<file path="src/rtl/ram_pkg.sv">
// Shared widths and the wrapping pointer increment for the RAM FIFO controller.
package ram_pkg;

  localparam int DATA_W_DEF = 8;
  localparam int ADDR_W_DEF = 10;

  // Next pointer value, wrapping modulo 2**aw (aw must be below 32).
  function automatic int unsigned ptr_inc(input int unsigned p, input int unsigned aw);
    return (p + 32'd1) & ((32'd1 << aw) - 32'd1);
  endfunction

endpackage

</file>
<file path="src/rtl/fifo_ptr.sv">
// Wrapping address pointer with synchronous clear and count enable.
module fifo_ptr
  import ram_pkg::*;
#(
  parameter int ADDR_W = ADDR_W_DEF
) (
  input  logic              clk,
  input  logic              rst,
  input  logic              i_en,
  output logic [ADDR_W-1:0] o_ptr
);

  logic [ADDR_W-1:0] r_ptr;

  // Advance by one on enable; the increment helper handles the wrap.
  always_ff @(posedge clk) begin
    if (rst)       r_ptr <= '0;
    else if (i_en) r_ptr <= ADDR_W'(ptr_inc(32'(r_ptr), ADDR_W));
  end

  assign o_ptr = r_ptr;

endmodule

</file>
<file path="src/rtl/ram_fifo_ctrl.sv">
// First-word fall-through FIFO controller driving an external dual-port RAM
// whose read port registers its address and returns data combinationally.
module ram_fifo_ctrl
  import ram_pkg::*;
#(
  parameter int DATA_W = DATA_W_DEF,
  parameter int ADDR_W = ADDR_W_DEF
) (
  input  logic              clk,
  input  logic              rst,
  input  logic              wr_valid,
  input  logic [DATA_W-1:0] wr_data,
  output logic              wr_ready,
  output logic              rd_valid,
  output logic [DATA_W-1:0] rd_data,
  input  logic              rd_ready,
  output logic [ADDR_W:0]   count,
  output logic              full,
  output logic              empty,
  output logic [ADDR_W-1:0] ram_addr1,
  output logic [DATA_W-1:0] ram_din1,
  output logic              ram_we1,
  output logic [ADDR_W-1:0] ram_addr2,
  output logic              ram_we2,
  input  logic [DATA_W-1:0] ram_dout2
);

  localparam int              DEPTH   = 2 ** ADDR_W;
  localparam logic [ADDR_W:0] DEPTH_C = (ADDR_W+1)'(DEPTH);
  localparam logic [ADDR_W:0] ONE_C   = (ADDR_W+1)'(1);

  logic [ADDR_W:0]   r_count, r_unfetched;
  logic [ADDR_W:0]   w_count_nxt, w_unfetched_nxt;
  logic [ADDR_W-1:0] r_hptr, w_wptr, w_rptr;
  logic              r_rd_valid, r_full, r_empty;
  logic              w_wr, w_rd, w_fetch;

  // Write accepted only when not full; reset blocks the RAM write strobe.
  assign w_wr    = wr_valid && !r_full && !rst;
  assign w_rd    = r_rd_valid && rd_ready;
  // Fetch the next stored word when the output slot is empty or being drained.
  assign w_fetch = (r_unfetched != '0) && (!r_rd_valid || rd_ready);

  fifo_ptr #(.ADDR_W(ADDR_W)) u_wptr (
    .clk  (clk),
    .rst  (rst),
    .i_en (w_wr),
    .o_ptr(w_wptr)
  );

  fifo_ptr #(.ADDR_W(ADDR_W)) u_rptr (
    .clk  (clk),
    .rst  (rst),
    .i_en (w_fetch),
    .o_ptr(w_rptr)
  );

  // Occupancy and not-yet-presented word counts for the next cycle.
  always_comb begin
    w_count_nxt     = r_count;
    w_unfetched_nxt = r_unfetched;
    case ({w_wr, w_rd})
      2'b10:   w_count_nxt = r_count + ONE_C;
      2'b01:   w_count_nxt = r_count - ONE_C;
      default: w_count_nxt = r_count;
    endcase
    case ({w_wr, w_fetch})
      2'b10:   w_unfetched_nxt = r_unfetched + ONE_C;
      2'b01:   w_unfetched_nxt = r_unfetched - ONE_C;
      default: w_unfetched_nxt = r_unfetched;
    endcase
  end

  // Presented-word pointer, output valid and registered status flags.
  always_ff @(posedge clk) begin
    if (rst) begin
      r_hptr      <= '0;
      r_unfetched <= '0;
      r_count     <= '0;
      r_rd_valid  <= 1'b0;
      r_full      <= 1'b0;
      r_empty     <= 1'b1;
    end else begin
      if (w_fetch) begin
        r_hptr     <= w_rptr;
        r_rd_valid <= 1'b1;
      end else if (w_rd) begin
        r_rd_valid <= 1'b0;
      end
      r_unfetched <= w_unfetched_nxt;
      r_count     <= w_count_nxt;
      r_full      <= (w_count_nxt == DEPTH_C);
      r_empty     <= (w_count_nxt == '0);
    end
  end

  // Hold the RAM read address on the presented word so rd_data stays put.
  assign ram_addr2 = w_fetch ? w_rptr : r_hptr;
  assign ram_we2   = 1'b0;
  assign ram_we1   = w_wr;
  assign ram_addr1 = w_wptr;
  assign ram_din1  = wr_data;
  assign rd_data   = ram_dout2;
  assign rd_valid  = r_rd_valid;
  assign wr_ready  = !r_full;
  assign count     = r_count;
  assign full      = r_full;
  assign empty     = r_empty;

endmodule

</file>
<file path="config.mk">
export PLATFORM = sky130hd
export DESIGN_NAME = ram_fifo_ctrl
export DESIGN_NICKNAME = d
export VERILOG_FILES = /design/src/rtl/ram_pkg.sv /design/src/rtl/fifo_ptr.sv /design/src/rtl/ram_fifo_ctrl.sv
export SDC_FILE = /design/constraint.sdc
export NUM_CORES = 1
export LEC_CHECK = 0
export BUFFER_PORTS_ARGS = -buffer_cell sky130_fd_sc_hd__buf_2
export CORE_ASPECT_RATIO = 0.75
export CORE_MARGIN = 2
export CORE_UTILIZATION = 36
export CTS_CLUSTER_SIZE = 30
export DETAILED_ROUTE_END_ITERATION = 12
export PLACE_DENSITY = 0.63
export SKIP_LAST_GASP = 1
export SLEW_MARGIN = 20
export SYNTH_ARGS = -nofsm -noshare
export SYNTH_HDL_FRONTEND = slang
export SYNTH_SLANG_ARGS = --single-unit
</file>
<file path="constraint.sdc">
create_clock -name clk -period 4.1 [get_ports clk]
set_input_delay 0.41 -clock clk [delete_from_list [all_inputs] [get_ports clk]]
set_output_delay 0.41 -clock clk [all_outputs]
set_load 0.03 [all_outputs]
</file>
* Word-level counts from Yosys, hierarchy flattened
Cells that the tools add are included.
** Storage, ports and cells
- Input bits :: 20
- Output and inout bits :: 53
- Word-level logic and storage cells :: 36
- Flip-flop bits (word level) :: 55
** Cells by class
- Add/sub/neg operators :: 6
- Equality and inequality tests :: 5
- Reductions and logical operators :: 12
- Mux-type cells :: 5
** Operators with widths (number)
- $pmux W11 S2 :: 2
- $add A11 B1 Y11 const B :: 2
- $sub A11 B1 Y11 const B :: 2
- $add A10 B1 Y10 const B :: 2
- $eq A11 B11 Y1 const B :: 1
- $logic_not A11 Y1 :: 1
- $reduce_bool A11 Y1 :: 1
- $mux W10 :: 1
- $eq A2 B1 Y1 const B :: 2
- $eq A2 B2 Y1 const B :: 2
- $logic_and A1 B1 Y1 :: 4
- $reduce_bool A2 Y1 :: 2
- $logic_not A1 Y1 :: 3
- $mux W1 :: 2
- $logic_or A1 B1 Y1 :: 1

* Logic depth before layout (Yosys ltp)
- Word-level depth :: 6
- Gate-level depth with buffers :: 18
- Gate-level depth less buffers :: 13

* Cells and area by module
A second synthesis with hierarchy kept.
** Unflattened totals
- Cells, all modules :: 414
- Area, all modules :: 3434.5 um2
** Modules (own cells, without submodules)
- ram_fifo_ctrl :: seq. area each 700.7 um2, times used 1, cells an instance 316, area each 2553.7 um2
- fifo_ptr :: seq. area each 200.2 um2, times used 2, cells an instance 49, area each 440.4 um2

* Least setup slack after synthesis
Ideal clock, no wire load.
- Kind :: register -> register
- From :: register r_full (netlist: full)
- To :: register r_empty (netlist: empty)
- Data required time :: 4.004 ns
- Cell stages (with the launch flop) :: 18
- Data arrival time :: 4.187 ns
- Slack :: -0.183 ns
- Clock period less this slack :: 4.283 ns
- Setup time :: 0.096 ns
- Buffers on the path :: 4
- Cells stage by stage :: dfxtp_1 inv_1 and3_1 clkbuf_1 inv_1 ha_1 buf_4 buf_2 buf_2 xor2_1 ha_1 a21oi_1 a21o_1 o221ai_2 xor3_1 or4b_1 o311a_1 o41ai_2
** On the way
- Word-level cells in the longest chain between the ends :: 6
- Elaborated cells on any way between the ends :: 7
- Those cells by class :: eq/ne: 2; mux: 1; reduce/logical: 4
** RTL lines
- from (decl) :: RTL line ram_fifo_ctrl.sv:35 : logic r_rd_valid, r_full, r_empty;
- from (signal assigned) :: RTL line ram_fifo_ctrl.sv:92 : r_full <= (w_count_nxt == DEPTH_C);
- $logic_not A1 Y1 *
- net wr_ready :: RTL line ram_fifo_ctrl.sv:13 : output logic wr_ready,
- $logic_and A1 B1 Y1 * (2 in a row) :: RTL line ram_fifo_ctrl.sv:39 : assign w_wr = wr_valid && !r_full && !rst;
- net ram_we1 :: RTL line ram_fifo_ctrl.sv:22 : output logic ram_we1,
- $eq A2 B1 Y1 or $eq A2 B2 Y1 (tied branches) :: RTL line ram_fifo_ctrl.sv:62 : case ({w_wr, w_rd})
- $pmux W11 S2 * :: RTL line ram_fifo_ctrl.sv:62
- $logic_not A11 Y1 * :: RTL line ram_fifo_ctrl.sv:93 : r_empty <= (w_count_nxt == '0);
- to (signal assigned) :: RTL line ram_fifo_ctrl.sv:93
- to (decl) :: RTL line ram_fifo_ctrl.sv:35
Mark *: on every way through the listed nets, which the timed path passes. The rest lies on a longest branch.
A chain may end at the register's enable or synchronous reset.

* Worst setup path in the final report
- From :: register r_unfetched[5]
- To :: register r_unfetched[10]
** On the way
- Word-level cells in the longest chain between the ends :: 4
- Elaborated cells on any way between the ends :: 8
- Those cells by class :: add/sub: 2; eq/ne: 2; mux: 1; reduce/logical: 3
** RTL lines
- from (decl) :: RTL line ram_fifo_ctrl.sv:32 : logic [ADDR_W:0] r_count, r_unfetched;
- from (signal assigned) :: RTL line ram_fifo_ctrl.sv:90 : r_unfetched <= w_unfetched_nxt;
- parallel branches: the longest is 4 deep, another holds $sub A11 B1 Y11
Parallel ways; which one is timed is not known.

==> results_dict.tcl <==
set metrics [dict create \
    ir_drop_mv 0.237 \
    die_h_um 88.0 \
    cts_tree "yes" \
    yosysSeqAreaShare_pct 32.5 \
    synth_area_per_cell_um2 8.44 \
    power_switching_mw 0.887 \
    power.leakage_nw 1.44 \
    grt_max_degree 41 \
    cts_resized 0 \
    yosys_most_used_dff "dfxtp_1" \
    syn_nets 429 \
    synth_xor_area_share_pct 11.3 \
    synth_top_family_by_area "simple AND/OR/NAND/NOR gates" \
    fmax_mhz 283 \
    cts_buffers 5 \
    hp-class "in -> reg" \
    min_to "rd_valid$_SDFFE_PP0P_" \
    cts.sinks 55 \
    relSlewSlack_pct 59.0 \
    fin_setup_tns_ps 0 \
    synth_commonest_cells "dfxtp_1 (55), nor2_1 (44), a21oi_1 (22), o21ai_0 (21), xnor2_1 (21)" \
    rrSetupSlack_ps 570 \
    end_kind "flop" \
    syn_to_final_growth_pct 8.24 \
    htree_num_levels 2 \
    io_buffers 39 \
    grt_pass1_vias 2480 \
    place_congestion 0.854 \
    finalNetCount 435 \
    path_max_fanout 10 \
    hold_viol 0 \
    r2r_cells 12 \
    diodes 0 \
    rr_startpoint "r_unfetched[5]$_SDFFE_PP0P_" \
    cts.path.max_buffers 2 \
    cp-start-kind "flop" \
    drtPass1Iterations 4 \
    grt_pass1_wl_um 12000 \
    p_clk_share_pct 19.2 \
    synth-seq-cells 55 \
    postCtsSetupBuffers 0 \
    synth_compound_area_share_pct 16.4 \
    synth_top_area_share_pct 32.5 \
    cts_root_buffer "clkbuf_16" \
    synthCells 401 \
    synth_edf_count 0 \
    rr_endpoint "r_unfetched[10]$_SDFFE_PP0P_" \
    rsz0062_at_grt "no" \
    antenna_found_initial 0 \
    sw_frac_of_total_pct 41.3 \
    synthAdderAreaFrac_pct 2.96 \
    routedWlPerCell_um 13.4 \
    arrival_ps 3690 \
    hold_buffers 0 \
    drive_gt1_share_pct 18.9 \
    routed_wl_um 7190 \
    min_from "rd_ready" \
    setup_viol 0 \
    synthesis.area_um2 3390 \
    yosysMostFrequentCell "dfxtp_1" \
    die_w_um 116 \
    rows 30 \
    die-area_um2 10200 \
    fin_skew_ps 7.80 \
    hold_depth 3 \
    power_density_nw_per_um2 587 \
    cap_violations 0 \
    fin_crit_sh_pct 86.1 \
    dp_hpwl_um 5020 \
    ys_async_sr_fraction_pct 0 \
    overflow 0 \
    vias 2743 \
    hold_ws_ps 489 \
    ios 73 \
    clk_latency_ps 290 \
    path_class "reg -> reg" \
    start_util_pct 37.3 \
    status "finished clean" \
    synthMuxAreaShare_pct 4.21 \
    worstMarginPinSlew_ps 616 \
    internal_power_mw 1.26 \
    worstPathRequired_ps 4270 \
    ys_top_cells_by_area "dfxtp_1 (33%), xnor2_1 (5.4%), xor2_1 (5.2%), nor2_1 (4.9%), buf_4 (4.2%)" \
    clkTransAtPathRegs_ps 70 \
    grt_usage_pct 14.5 \
    via_per_inst 5.12 \
    remaining_drc_errors 0 \
    pwr-share-comb_pct 46.0 \
    pwr-share-seq_pct 34.8 \
    core_area_um2 9080 \
    ys_warn_count 0 \
    period_minus_slack_ps 3530 \
    ant_nets 0 \
    synth_top_area_cell "dfxtp_1" \
    drt_iter0_markers 163 \
    synthDistinctLibCells 63 \
    synthSimpleGateAreaFrac_pct 23.8 \
    drv_slew 0 \
]
worst max path at each step:
stage | start | endpoint | cells after the start
floorplan | full$_SDFF_PP0_ | empty$_SDFF_PP1_ | 17
global placement | rst | empty$_SDFF_PP1_ | 13
detailed placement | rst | empty$_SDFF_PP1_ | 14
CTS | r_unfetched[5]$_SDFFE_PP0P_ | r_unfetched[10]$_SDFFE_PP0P_ | 12
global route | full$_SDFF_PP0_ | full$_SDFF_PP0_ | 13
finish | r_unfetched[5]$_SDFFE_PP0P_ | r_unfetched[10]$_SDFFE_PP0P_ | 12
registers in the layout, indices dropped and copies added, names as in the netlist:
name,count
r_hptr,10
count,11
full,1
rd_valid,1
empty,1
r_unfetched,11
u_wptr.o_ptr,10
u_rptr.o_ptr,10
cell type report:
cell class	instances	area, µm²
clock buffers	6	129
inverters	6	22.5
fillers	917	5420
well taps	128	160
multi-input cells	294	2000
clock inverters	2	12.5
flip-flops and latches	55	1100
repair buffers	45	240
through the flow:
| stage | setup WS, ps | total power [mW] | instance area [µm²] | instances | utilization [%] |
|---|---|---|---|---|---|
| floorplan | 27.1 | 1.58 | 3390 | 401 | - |
| global placement | 637 | 1.72 | 3520 | 528 | 38.8 |
| detailed placement | 529 | 1.74 | 3520 | 528 | 38.8 |
| CTS | 589 | 2.16 | 3660 | 536 | 40.3 |
| global route | 273 | 2.31 | 3660 | 536 | 40.3 |
| finish | 571 | 2.15 | 3660 | 536 | 40.3 |
power groups by stage:
stage / Clock (mW) / Sequential, mW / Combinational (mW)
2_1_floorplan: 0 / 0.740 / 0.835
3_3_place_gp: 0 / 0.757 / 0.965
3_5_place_dp: 0 / 0.758 / 0.981
4_1_cts: 0.426 / 0.747 / 0.990
5_1_grt: 0.444 / 0.768 / 1.10
6_report: 0.413 / 0.747 / 0.989
cell families (layout without fill, tap and decap cells):
| family | after synthesis | count (layout) |
|---|---|---|
| AOI/OAI and AO/OA | 81 | 81 |
| xor gates and xnor gates | 42 | 42 |
| adders and majority gates | 8 | 8 |
| buffers and inverters | 52 | 59 |
| DFF | 55 | 55 |
| muxes | 13 | 13 |
| other | 1 | 1 |
| and+or+nand+nor | 149 | 149 |
worst max-delay path, stage by stage (launching register included):
cell and delay, ps:
dfxtp_1 390, nor4_1 550, a31oi_2 180, ha_1 250, xor2_1 150, ha_1 210, or3_1 310, a21oi_1 250
o31ai_1 180, or4b_1 530, a31oi_1 210, xnor2_1 140, nor2_1 50
metal layers:
layer | vias to the layer above | global-route usage [%] | share of wire [%]
li1 | 1404 | - | -
met1 | 1280 | 21.0 | 52
met2 | 51 | 21.7 | 43
met3 | 8 | 3.11 | 3.8
met4 | 0 | 3.79 | 0.86
met5 | - | 0 | 0
cells in the final DEF (no fill, tap or decap), types with 6 or more instances in the layout:
cell	synthesis	final
dfxtp_1	55	55
nor2_1	44	44
buf_2	8	39
a21oi_1	22	22
o21ai_0	21	21
xnor2_1	21	21
xor2_1	20	20
nand2_1	18	18
or3_1	14	14
and2_1	12	12
nand3_1	12	12
mux2_2	10	10
nand4_1	8	8
ha_1	8	8
nand3b_1	6	6
buf_4	19	6
(Power assumes the default switching activity.)
